===== src/rtl/rc522_spi_responder_if.sv =====
// SPI pin bundle between an RC522 reader master and the responder model.
interface rc522_spi_responder_if;
  logic sclk;
  logic mosi;
  logic cs_n;
  logic miso;
  logic miso_oe;

  modport master (
    output sclk,
    output mosi,
    output cs_n,
    input  miso,
    input  miso_oe
  );

  modport slave (
    input  sclk,
    input  mosi,
    input  cs_n,
    output miso,
    output miso_oe
  );
endinterface


===== src/rtl/rc522_spi_responder.sv =====
// MFRC522 SPI register-interface responder: 64x8 register file, FIFODataReg FIFO
// and FIFOLevelReg, oversampling the SPI pins on the system clock.
// Optional feature: define RC522_VERSION_REG_EN to make 0x37 a read-only VersionReg.
module rc522_spi_responder #(
  parameter int unsigned FIFO_DEPTH  = 64,
  parameter int unsigned SYNC_STAGES = 2
`ifdef RC522_VERSION_REG_EN
  , parameter logic [7:0] VERSION = 8'h92
`endif
) (
  input  logic        clk,
  input  logic        rst_n,
  rc522_spi_responder_if.slave spi,
  output logic        wr_strobe,
  output logic [5:0]  wr_addr,
  output logic [7:0]  wr_data,
  output logic [6:0]  fifo_level,
  output logic        frame_err
);

  localparam int unsigned PTR_W = $clog2(FIFO_DEPTH);
  localparam logic [5:0] ADDR_FIFO_DATA  = 6'h09;
  localparam logic [5:0] ADDR_FIFO_LEVEL = 6'h0A;
`ifdef RC522_VERSION_REG_EN
  localparam logic [5:0] ADDR_VERSION    = 6'h37;
`endif

  typedef enum logic [1:0] {IDLE, ADDR, WDATA, RDBURST} state_t;

  state_t                   state;
  logic [2:0]               bit_cnt;
  logic [6:0]               rx_sr;
  logic [7:0]               tx_sr;
  logic [5:0]               addr;
  logic [7:0]               regs [64];
  logic [7:0]               fifo_mem [FIFO_DEPTH];
  logic [PTR_W-1:0]         wr_ptr;
  logic [PTR_W-1:0]         rd_ptr;

  logic [SYNC_STAGES-1:0]   sclk_sync;
  logic [SYNC_STAGES-1:0]   mosi_sync;
  logic [SYNC_STAGES-1:0]   cs_sync;
  logic                     sclk_d;
  logic                     cs_d;

  logic                     sclk_s, mosi_s, cs_s;
  logic                     sclk_rise, sclk_fall, cs_rise, cs_fall;
  logic [7:0]               rx_byte;
  logic [5:0]               rx_addr;
  logic                     byte_done;
  logic                     fifo_full, fifo_empty;
  logic                     push, pop, flush;
  logic                     strobe_en, reg_we, rd_fetch;
  logic [7:0]               fetch_data;

  // Pin synchronizers plus one delay stage for edge detection.
  always_ff @(posedge clk or negedge rst_n) begin
    if (!rst_n) begin
      sclk_sync <= '0;
      mosi_sync <= '0;
      cs_sync   <= '1;
      sclk_d    <= 1'b0;
      cs_d      <= 1'b1;
    end else begin
      sclk_sync <= {sclk_sync[SYNC_STAGES-2:0], spi.sclk};
      mosi_sync <= {mosi_sync[SYNC_STAGES-2:0], spi.mosi};
      cs_sync   <= {cs_sync[SYNC_STAGES-2:0], spi.cs_n};
      sclk_d    <= sclk_s;
      cs_d      <= cs_s;
    end
  end

  // Edge detects, byte assembly and side-effect decode for the current clk.
  always_comb begin
    sclk_s     = sclk_sync[SYNC_STAGES-1];
    mosi_s     = mosi_sync[SYNC_STAGES-1];
    cs_s       = cs_sync[SYNC_STAGES-1];
    sclk_rise  = sclk_s & ~sclk_d;
    sclk_fall  = ~sclk_s & sclk_d;
    cs_rise    = cs_s & ~cs_d;
    cs_fall    = ~cs_s & cs_d;
    rx_byte    = {rx_sr, mosi_s};
    rx_addr    = rx_byte[6:1];
    byte_done  = sclk_rise && (bit_cnt == 3'd7) && (state != IDLE) && !cs_rise && !cs_fall;
    fifo_full  = (fifo_level == 7'(FIFO_DEPTH));
    fifo_empty = (fifo_level == 7'd0);

    // Read bursts fetch on every byte, whatever its R/W bit.
    rd_fetch   = byte_done && (((state == ADDR) && rx_byte[7]) || (state == RDBURST));

    strobe_en  = byte_done && (state == WDATA);
`ifdef RC522_VERSION_REG_EN
    if (addr == ADDR_VERSION) strobe_en = 1'b0;
`endif
    reg_we     = strobe_en && (addr != ADDR_FIFO_DATA) && (addr != ADDR_FIFO_LEVEL);
    push       = strobe_en && (addr == ADDR_FIFO_DATA) && !fifo_full;
    flush      = strobe_en && (addr == ADDR_FIFO_LEVEL) && rx_byte[7];
    pop        = rd_fetch && (rx_addr == ADDR_FIFO_DATA) && !fifo_empty;

    fetch_data = regs[rx_addr];
    if (rx_addr == ADDR_FIFO_DATA) begin
      fetch_data = fifo_empty ? 8'h00 : fifo_mem[rd_ptr];
    end else if (rx_addr == ADDR_FIFO_LEVEL) begin
      fetch_data = {1'b0, fifo_level};
    end
`ifdef RC522_VERSION_REG_EN
    else if (rx_addr == ADDR_VERSION) begin
      fetch_data = VERSION;
    end
`endif
  end

  // Frame FSM: shifts mosi in on sclk rise, miso out on sclk fall.
  always_ff @(posedge clk or negedge rst_n) begin
    if (!rst_n) begin
      state     <= IDLE;
      bit_cnt   <= 3'd0;
      rx_sr     <= 7'd0;
      tx_sr     <= 8'h00;
      addr      <= 6'd0;
      spi.miso    <= 1'b0;
      spi.miso_oe <= 1'b0;
      wr_strobe <= 1'b0;
      wr_addr   <= 6'd0;
      wr_data   <= 8'h00;
      frame_err <= 1'b0;
    end else begin
      wr_strobe   <= 1'b0;
      frame_err   <= 1'b0;
      spi.miso_oe <= ~cs_s;
      if (cs_rise) begin
        frame_err <= (state != IDLE) && (bit_cnt != 3'd0);
        state     <= IDLE;
        bit_cnt   <= 3'd0;
        spi.miso  <= 1'b0;
      end else if (cs_fall) begin
        state    <= ADDR;
        bit_cnt  <= 3'd0;
        tx_sr    <= 8'h00;
        spi.miso <= 1'b0;
      end else if (state == IDLE) begin
        spi.miso <= 1'b0;
      end else if (sclk_rise) begin
        rx_sr   <= rx_byte[6:0];
        bit_cnt <= bit_cnt + 3'd1;
        if (bit_cnt == 3'd7) begin
          tx_sr <= 8'h00;
          case (state)
            ADDR: begin
              if (rx_byte[7]) begin
                state <= RDBURST;
                tx_sr <= fetch_data;
              end else begin
                state <= WDATA;
                addr  <= rx_addr;
              end
            end
            WDATA: begin
              if (strobe_en) begin
                wr_strobe <= 1'b1;
                wr_addr   <= addr;
                wr_data   <= rx_byte;
              end
            end
            RDBURST: tx_sr <= fetch_data;
            default: ;
          endcase
        end
      end else if (sclk_fall) begin
        spi.miso <= tx_sr[7];
        tx_sr    <= {tx_sr[6:0], 1'b0};
      end
    end
  end

  // Register file storage.
  always_ff @(posedge clk or negedge rst_n) begin
    if (!rst_n) begin
      for (int i = 0; i < 64; i++) regs[i] <= 8'h00;
    end else if (reg_we) begin
      regs[addr] <= rx_byte;
    end
  end

  // FIFO storage; contents need no reset since the level gates every read.
  always_ff @(posedge clk) begin
    if (push) fifo_mem[wr_ptr] <= rx_byte;
  end

  // FIFO pointers and occupancy.
  always_ff @(posedge clk or negedge rst_n) begin
    if (!rst_n) begin
      wr_ptr     <= '0;
      rd_ptr     <= '0;
      fifo_level <= 7'd0;
    end else if (flush) begin
      wr_ptr     <= '0;
      rd_ptr     <= '0;
      fifo_level <= 7'd0;
    end else if (push) begin
      wr_ptr     <= wr_ptr + PTR_W'(1);
      fifo_level <= fifo_level + 7'd1;
    end else if (pop) begin
      rd_ptr     <= rd_ptr + PTR_W'(1);
      fifo_level <= fifo_level - 7'd1;
    end
  end

endmodule


===== src/flat_wrapper.sv =====
// flat-port wrapper written by rule: the top's interface ports become plain ports
module rc522_spi_responder_flat 
#(
  parameter int unsigned FIFO_DEPTH  = 64,
  parameter int unsigned SYNC_STAGES = 2

)
  (clk, rst_n, wr_strobe, wr_addr, wr_data, fifo_level, frame_err, spi_sclk, spi_mosi, spi_cs_n, spi_miso, spi_miso_oe);
  rc522_spi_responder_if spi_i ();
  input  logic clk;
  input  logic rst_n;
  output logic wr_strobe;
  output logic [5:0] wr_addr;
  output logic [7:0] wr_data;
  output logic [6:0] fifo_level;
  output logic frame_err;
  input wire logic [$bits(spi_i.sclk)-1:0] spi_sclk;
  input wire logic [$bits(spi_i.mosi)-1:0] spi_mosi;
  input wire logic [$bits(spi_i.cs_n)-1:0] spi_cs_n;
  output wire logic [$bits(spi_i.miso)-1:0] spi_miso;
  output wire logic [$bits(spi_i.miso_oe)-1:0] spi_miso_oe;
  assign spi_i.sclk = spi_sclk;
  assign spi_i.mosi = spi_mosi;
  assign spi_i.cs_n = spi_cs_n;
  assign spi_miso = spi_i.miso;
  assign spi_miso_oe = spi_i.miso_oe;
  rc522_spi_responder #(.FIFO_DEPTH(FIFO_DEPTH), .SYNC_STAGES(SYNC_STAGES)) u_core (.clk(clk), .rst_n(rst_n), .spi(spi_i), .wr_strobe(wr_strobe), .wr_addr(wr_addr), .wr_data(wr_data), .fifo_level(fifo_level), .frame_err(frame_err));
endmodule

===== config.mk =====
export PLATFORM = sky130hd
export DESIGN_NAME = rc522_spi_responder_flat
export DESIGN_NICKNAME = d
export VERILOG_FILES = /design/src/rtl/rc522_spi_responder_if.sv /design/src/rtl/rc522_spi_responder.sv /design/src/flat_wrapper.sv
export SDC_FILE = /design/constraint.sdc
export NUM_CORES = 1
export LEC_CHECK = 0
export ABC_AREA = 1
export CAP_MARGIN = 25
export CORE_UTILIZATION = 63
export CTS_CLUSTER_DIAMETER = 80
export DETAILED_ROUTE_END_ITERATION = 10
export PLACE_DENSITY = 0.77
export SLEW_MARGIN = 20
export SYNTH_ARGS = -nofsm -noshare
export SYNTH_HDL_FRONTEND = slang
export SYNTH_SLANG_ARGS = --single-unit

===== constraint.sdc =====
create_clock -name clk -period 4.4 [get_ports clk]
set_input_delay 0.44 -clock clk [delete_from_list [all_inputs] [get_ports clk]]
set_output_delay 0.44 -clock clk [all_outputs]
set_load 0.1 [all_outputs]

=== After elaboration in Yosys (flattened, before gate mapping) ===
Memory sizes are Yosys's and may differ from the RTL's.
Index checks and enable logic that the tools add are counted.

* Output and inout bits: 25
* Memory bits (writable): 512
* Bits in registers: 583
* Memories: 1
* Word-level logic and storage cells: 214
* Input bits: 5

{| class="wikitable"
|+ Memory list
! memory !! words !! width !! rd ports !! clocked after memory_dff !! wr ports !! line !! source
|-
| u_core.fifo_mem || 64 || 8 || 1 || 0 || 1 || rc522_spi_responder.sv:36 || <nowiki>logic [7:0] fifo_mem [FIFO_DEPTH];</nowiki>
|}

* Reduce and logical (&&, ||, !) cells: 42
* Bitwise operators: 14
* Magnitude comparators: 3
* Mux-type cells: 50
* Add/sub/neg operators: 5
* Eq/ne operators: 16

{| class="wikitable"
|+ Operators by type and width
! operator !! count
|-
| $bwmux W512 || 1
|-
| $mux W8 || 12
|-
| $bmux W8 S6 || 1
|-
| $demux W8 S6 || 1
|-
| $mux W6 || 5
|-
| $eq A6 B4 Y1 const B || 4
|-
| $mux W7 || 3
|-
| $reduce_bool A3 Y1 || 6
|-
| $logic_and A1 B1 Y1 || 17
|-
| $mux W1 || 16
|-
| $pmux W8 S2 || 1
|-
| $ge A7 B7 Y1 const B || 2
|-
| $not A6 Y7 || 2
|-
| $reduce_and A7 Y1 || 2
|-
| $add A6 B1 Y6 const B || 2
|-
| $mux W2 || 6
|-
| $mux W3 || 4
|-
| $ne A6 B4 Y1 const B || 2
|-
| $reduce_and A4 Y1 || 3
|-
| $not A1 Y1 || 8
|-
| $add A7 B1 Y7 const B || 1
|-
| $eq A7 B7 Y1 const B || 1
|-
| $logic_not A7 Y1 || 1
|-
| $lt A7 B1 Y1 const B || 1
|-
| 17 further kinds || 28
|}

=== Logic depth before layout (Yosys ltp) ===
* Depth in word-level cells: 14
* Gate-level depth with buffers: 20
* Depth with buffers taken out: 19

=== Least setup slack after synthesis ===
No wires, ideal clock.

* Path type: register -> register
* Start: register u_core.cs_sync[1]
* End: memory u_core.fifo_mem[15][0], enable pin
* Stages on the path, launching flop included: 14
* Required time: 4.017 ns
* Library setup time: 0.383 ns
* Path slack: 1.073 ns
* Clock period less this slack: 3.327 ns
* Arrival: 2.944 ns
* Path buffers: 0
* Path through: dfstp_2 -> inv_1 -> ha_1 -> nor2_1 -> nand2_1 -> nor2_1 -> nand3_1 -> nor2_1 -> nand2_1 -> nor2_1 -> nand2_1 -> nor2_1 -> inv_1 -> nor3_1

* Cells in the longest elaborated chain, start to end: 9
* Elaborated cells on any way between the ends: 12

{| class="wikitable"
|+ Ends and longest elaborated chain
! element !! line !! source
|-
| start: declaration || rc522_spi_responder.sv:42 || <nowiki>logic [SYNC_STAGES-1:0] cs_sync;</nowiki>
|-
| start signal: assignment || rc522_spi_responder.sv:67 || <nowiki>cs_sync <= {cs_sync[SYNC_STAGES-2:0], spi.cs_n};</nowiki>
|-
| $and A1 B1 Y1 or $not A1 Y1 (tied branches) || rc522_spi_responder.sv:80, rc522_spi_responder.sv:81 ||
|-
| $logic_not A1 Y1 or $and A1 B1 Y1 (tied branches) || rc522_spi_responder.sv:84, rc522_spi_responder.sv:81 ||
|-
| $logic_and A1 B1 Y1 or $logic_not A1 Y1 (tied branches) || rc522_spi_responder.sv:84 || <nowiki>byte_done = sclk_rise && (bit_cnt == 3'd7) && (state != IDLE) && !cs_rise && !cs_fall;</nowiki>
|-
| $logic_and A1 B1 Y1 * || rc522_spi_responder.sv:84 ||
|-
| $logic_and A1 B1 Y1 * || rc522_spi_responder.sv:91 || <nowiki>strobe_en = byte_done && (state == WDATA);</nowiki>
|-
| $logic_and A1 B1 Y1 * (2 in series) || rc522_spi_responder.sv:96 || <nowiki>push = strobe_en && (addr == ADDR_FIFO_DATA) && !fifo_full;</nowiki>
|-
| $mux W1 * || rc522_spi_responder.sv:187 || <nowiki>if (push) fifo_mem[wr_ptr] <= rx_byte;</nowiki>
|-
| $mux W1 (implied by the code) * || rc522_spi_responder.sv:187 ||
|-
| end: declaration || rc522_spi_responder.sv:36 ||
|}

Mark *: on every way between the ends. The rest lies on a longest branch, timed or not.

=== Worst setup path in the final report ===
* Start: register u_core.cs_sync[1]
* End: memory u_core.fifo_mem[44][2], enable pin

The elaborated chain is that of the path after synthesis.

==> flow_summary_export.csv <==
group,metric,value,unit
timing,fin_hold_ws,181.0,ps
critical_path,path_buf_inv,1,
finish,n_antenna_cell,0,
cts,clock_sinks,1095,
detailed_routing,dr.first_iter.drc_count,4363,
synth,syn_area,47360,µm²
synth,synth.most_common_cell,"nand2_1",
hold_path,hp-class,"input pin to flop",
hold_path,hold_depth,1,
synth,ys_seq_elements,1095,
critical_path,r2r_cells,11,
critical_path,endpoint_kind,"flop",
critical_path,cp-start-kind,"flop",
critical_path,crit_path_max_fanout,8,
die,ios,30,
synth,synth.distinct_cells,35,
global_route,grt_max_degree,166,
die,dieArea,76270,µm²
finish,syn_to_final_growth,10.32,%
die,rows,100,
global_route,grt_pass1_wl,194000,µm
detailed_routing,drc_errors,0,
run,maxCapViolCount,0,
detailed_routing,wirelength,123500,µm
timing,rsz0062_at_grt,"false",
synth,synthArstFlopShare,53.24,%
global_route,top_usage_layer,"met2",
synth,synth-edff-count,512,
critical_path,ff2ff_setup_slack,580,ps
cts,clk_pin_slew,60,ps
die,die_w,276.2,µm
critical_path,max_stage_delay,790,ps
detailed_routing,ant_nets,0,
die,fp.dieH,276.2,µm
cts,cts_tree,"built",
die,core-area,74450,µm²
critical_path,critPathRequiredTime,4700,ps
critical_path,worstPathCellList,"inv_1 > ha_1 > nor2_1 > nand2_1 > nor2_1 > nand3_1 > nor2_1 > nand2_1 > nor2_1 > nand3_1 > nor2_1",
synth,synth_warnings,0,
pwr,p_per_area,493.0,nW/µm²
timing,worstMarginPinSlew,1008,ps
hold_path,min_from,"spi_cs_n",
synth,syn_nets,5136,
cts,clk_latency,680,ps
synth,synthFlopType,"dfrtp_1",
cts,post_cts_buffers,0,
detailed_routing,routedWlPerCell,20.28,µm
placement,place_congestion,0.9966,
critical_path,slowest_stage,"nor2_1",
timing,clock_skew,22.31,ps
global_route,met2_usage,50.51,%
global_route,grt_usage,32.61,%
critical_path,crit_top_cell,"nor2_1",
synth,syn_area_per_cell,9.253,µm²
cts,ctsRootBufferMaster,"clkbuf_16",
critical_path,crit_family,"simple AND/OR/NAND/NOR gates",
finish,drive_above_1_share,6.564,%
global_route,grt_pass1_vias,34397,
cts,cts_htree_levels,3,
synth,ys_seq_area_share,63.28,%
critical_path,timing_worst_setup_path_type,"flop to flop",
synth,synth_top_cells_by_area,"edfxtp_1 32%, dfrtp_1 31%, nand2_1 13%",
critical_path,reg2reg_from,"u_core.cs_sync[1]",
cts,clockBufferDepth,3,
timing,fin_crit_sh,86.78,%
timing,final.setup.tns,0,ps
global_route,antenna_found_initial,0,
finish,nets,5051,
detailed_routing,firstDrtPassIters,6,
detailed_routing,vias,36323,
timing,finalSetupViolCount,0,
timing,final_hold_viol_count,0,
timing,period_minus_slack,3818,ps
timing,slew_violations,0,
timing,max_freq,261.9,MHz
detailed_routing,viasPerCell,5.966,
global_route,met3_usage,5.417,%
synth,synth_top_area_cell,"edfxtp_1",
placement,detailed_place_hpwl,71480,µm
critical_path,worst_ep_arrival_time,4120,ps
pwr,peakVddDrop,515.9,µV
synth,synth_commonest_cells,"1,615 x nand2_1, 778 x o21ai_0, 580 x dfrtp_1, 512 x edfxtp_1, 496 x nand3_1",
synth,syn_inst,5118,
pwr,p_leak,21.66,nW
placement,dp.cells,5892,
synth,yosysTopAreaCellShare,32.47,%
timing,slew_headroom,32.57,%
die,start_util,63.61,%
cts,cts-resized-gates,0,
finish,finalNonFillerCells,6088,
placement,io_buffers,29,
finish,n_fill_cell,5483,
finish,fin_util,70.18,%
run_status,status,"finished clean",
global_route,use_met1,45.34,%
cts,cts_made_buffers,107,
hold_path,hold_path_end,"u_core.cs_sync[0]",
global_route,overflow,0,
critical_path,r2r-end,"u_core.fifo_mem[44][2]",
[cells in the final DEF (no fill, tap or decap), types with 24 or more instances in the layout]
cell type	Yosys	routed
clkbuf_16	0	114
edfxtp_1	512	512
clkdlybuf4s50_1	0	28
nor2_1	470	470
a21oi_1	63	63
dfrtp_1	580	569
inv_1	107	100
o211ai_1	42	42
o21ai_0	778	778
nand2_1	1615	1615
buf_4	0	109
clkbuf_1	319	24
nand3_1	496	496
[metal layers]
metal | vias to the layer above | wire length (µm) | share of wire [%]
met2 | 1703 | 56700 | 46
met3 | 316 | 10530 | 8.5
li1 | 16977 | - | -
met5 | - | 0 | 0
met4 | 0 | 6204 | 5.0
met1 | 17327 | 50060 | 41
[through the flow]
stage,setup slack (ps),total power [mW],area [µm²]
after global routing,376.7,26.63,52240
after global placement,832.8,16.54,48650
after floorplan,1073,14.56,47360
final,581.7,25.76,52240
after detailed placement,675.0,16.57,48670
after CTS,638.3,25.68,52240
[kinds of logic (layout without fill, tap and decap cells)]
group                    count (synthesis)  count (layout)  share of synthesized area [%]
AO/OA/AOI/OAI                          912             912                          10.04
XOR/XNOR                                 5               5                        0.09249
buffers and inverters                  463             464                          3.807
flip-flops                            1095            1095                          63.28
adder cells (fa/ha/maj)                 13              13                         0.3593
AND/OR/NAND/NOR                       2630            2630                          22.42
[timing repair]
action	in CTS	in global routing
hold buffers	1	0
setup endpoints to repair	0	0
endpoints found under the hold margin	87	0
[area by class of cell]
| cell class | count | area (µm²) | area share (%) |
|---|---|---|---|
| flip-flops and latches | 1095 | 29990 | 57.41 |
| multi-input cells | 3560 | 15580 | 29.83 |
| clock buffers | 156 | 3191 | 6.107 |
| repair buffers | 155 | 1439 | 2.754 |
| well taps | 969 | 1212 | 2.321 |
| inverters | 114 | 447.9 | 0.8574 |
| clock inverters | 39 | 375.4 | 0.7185 |
[flip-flops by register name, summed over array words and instances (netlist names)]
name,count
u_core.cs_sync,2
u_core.wr_addr,6
u_core.wr_strobe,1
u_core.cs_d,1
u_core.regs,512
u_core.bit_cnt,3
u_core.sclk_sync,2
u_core.fifo_level,7
u_core.wr_data,8
u_core.addr,6
u_core.rx_sr,7
u_core.spi.miso_oe,1
u_core.sclk_d,1
u_core.frame_err,1
u_core.spi.miso,1
u_core.state,2
u_core.wr_ptr,6
u_core.fifo_mem,512
u_core.tx_sr,8
u_core.rd_ptr,6
u_core.mosi_sync,2
[how the worst max path moves through the flow]
stage / from / end / cells after the start
after detailed placement: u_core.cs_sync[1] / u_core.fifo_mem[44][6] / 11
after global placement: u_core.cs_sync[1] / u_core.fifo_mem[60][3] / 11
final: u_core.cs_sync[1] / u_core.fifo_mem[44][2] / 11
after global routing: u_core.cs_sync[1] / u_core.fifo_mem[44][2] / 11
after CTS: u_core.cs_sync[1] / u_core.fifo_mem[44][2] / 11
after floorplan: u_core.cs_sync[1] / u_core.fifo_mem[15][0] / 13
[power by group]
group	internal [mW]	switching (mW)	leakage, nW	total, mW
sequential	11.2	0.184	12.7	11.3
clock	5.37	3.87	1.76	9.24
combinational	1.24	3.93	7.17	5.17
total	17.8	7.98	21.7	25.8
(Power assumes the default switching activity.)
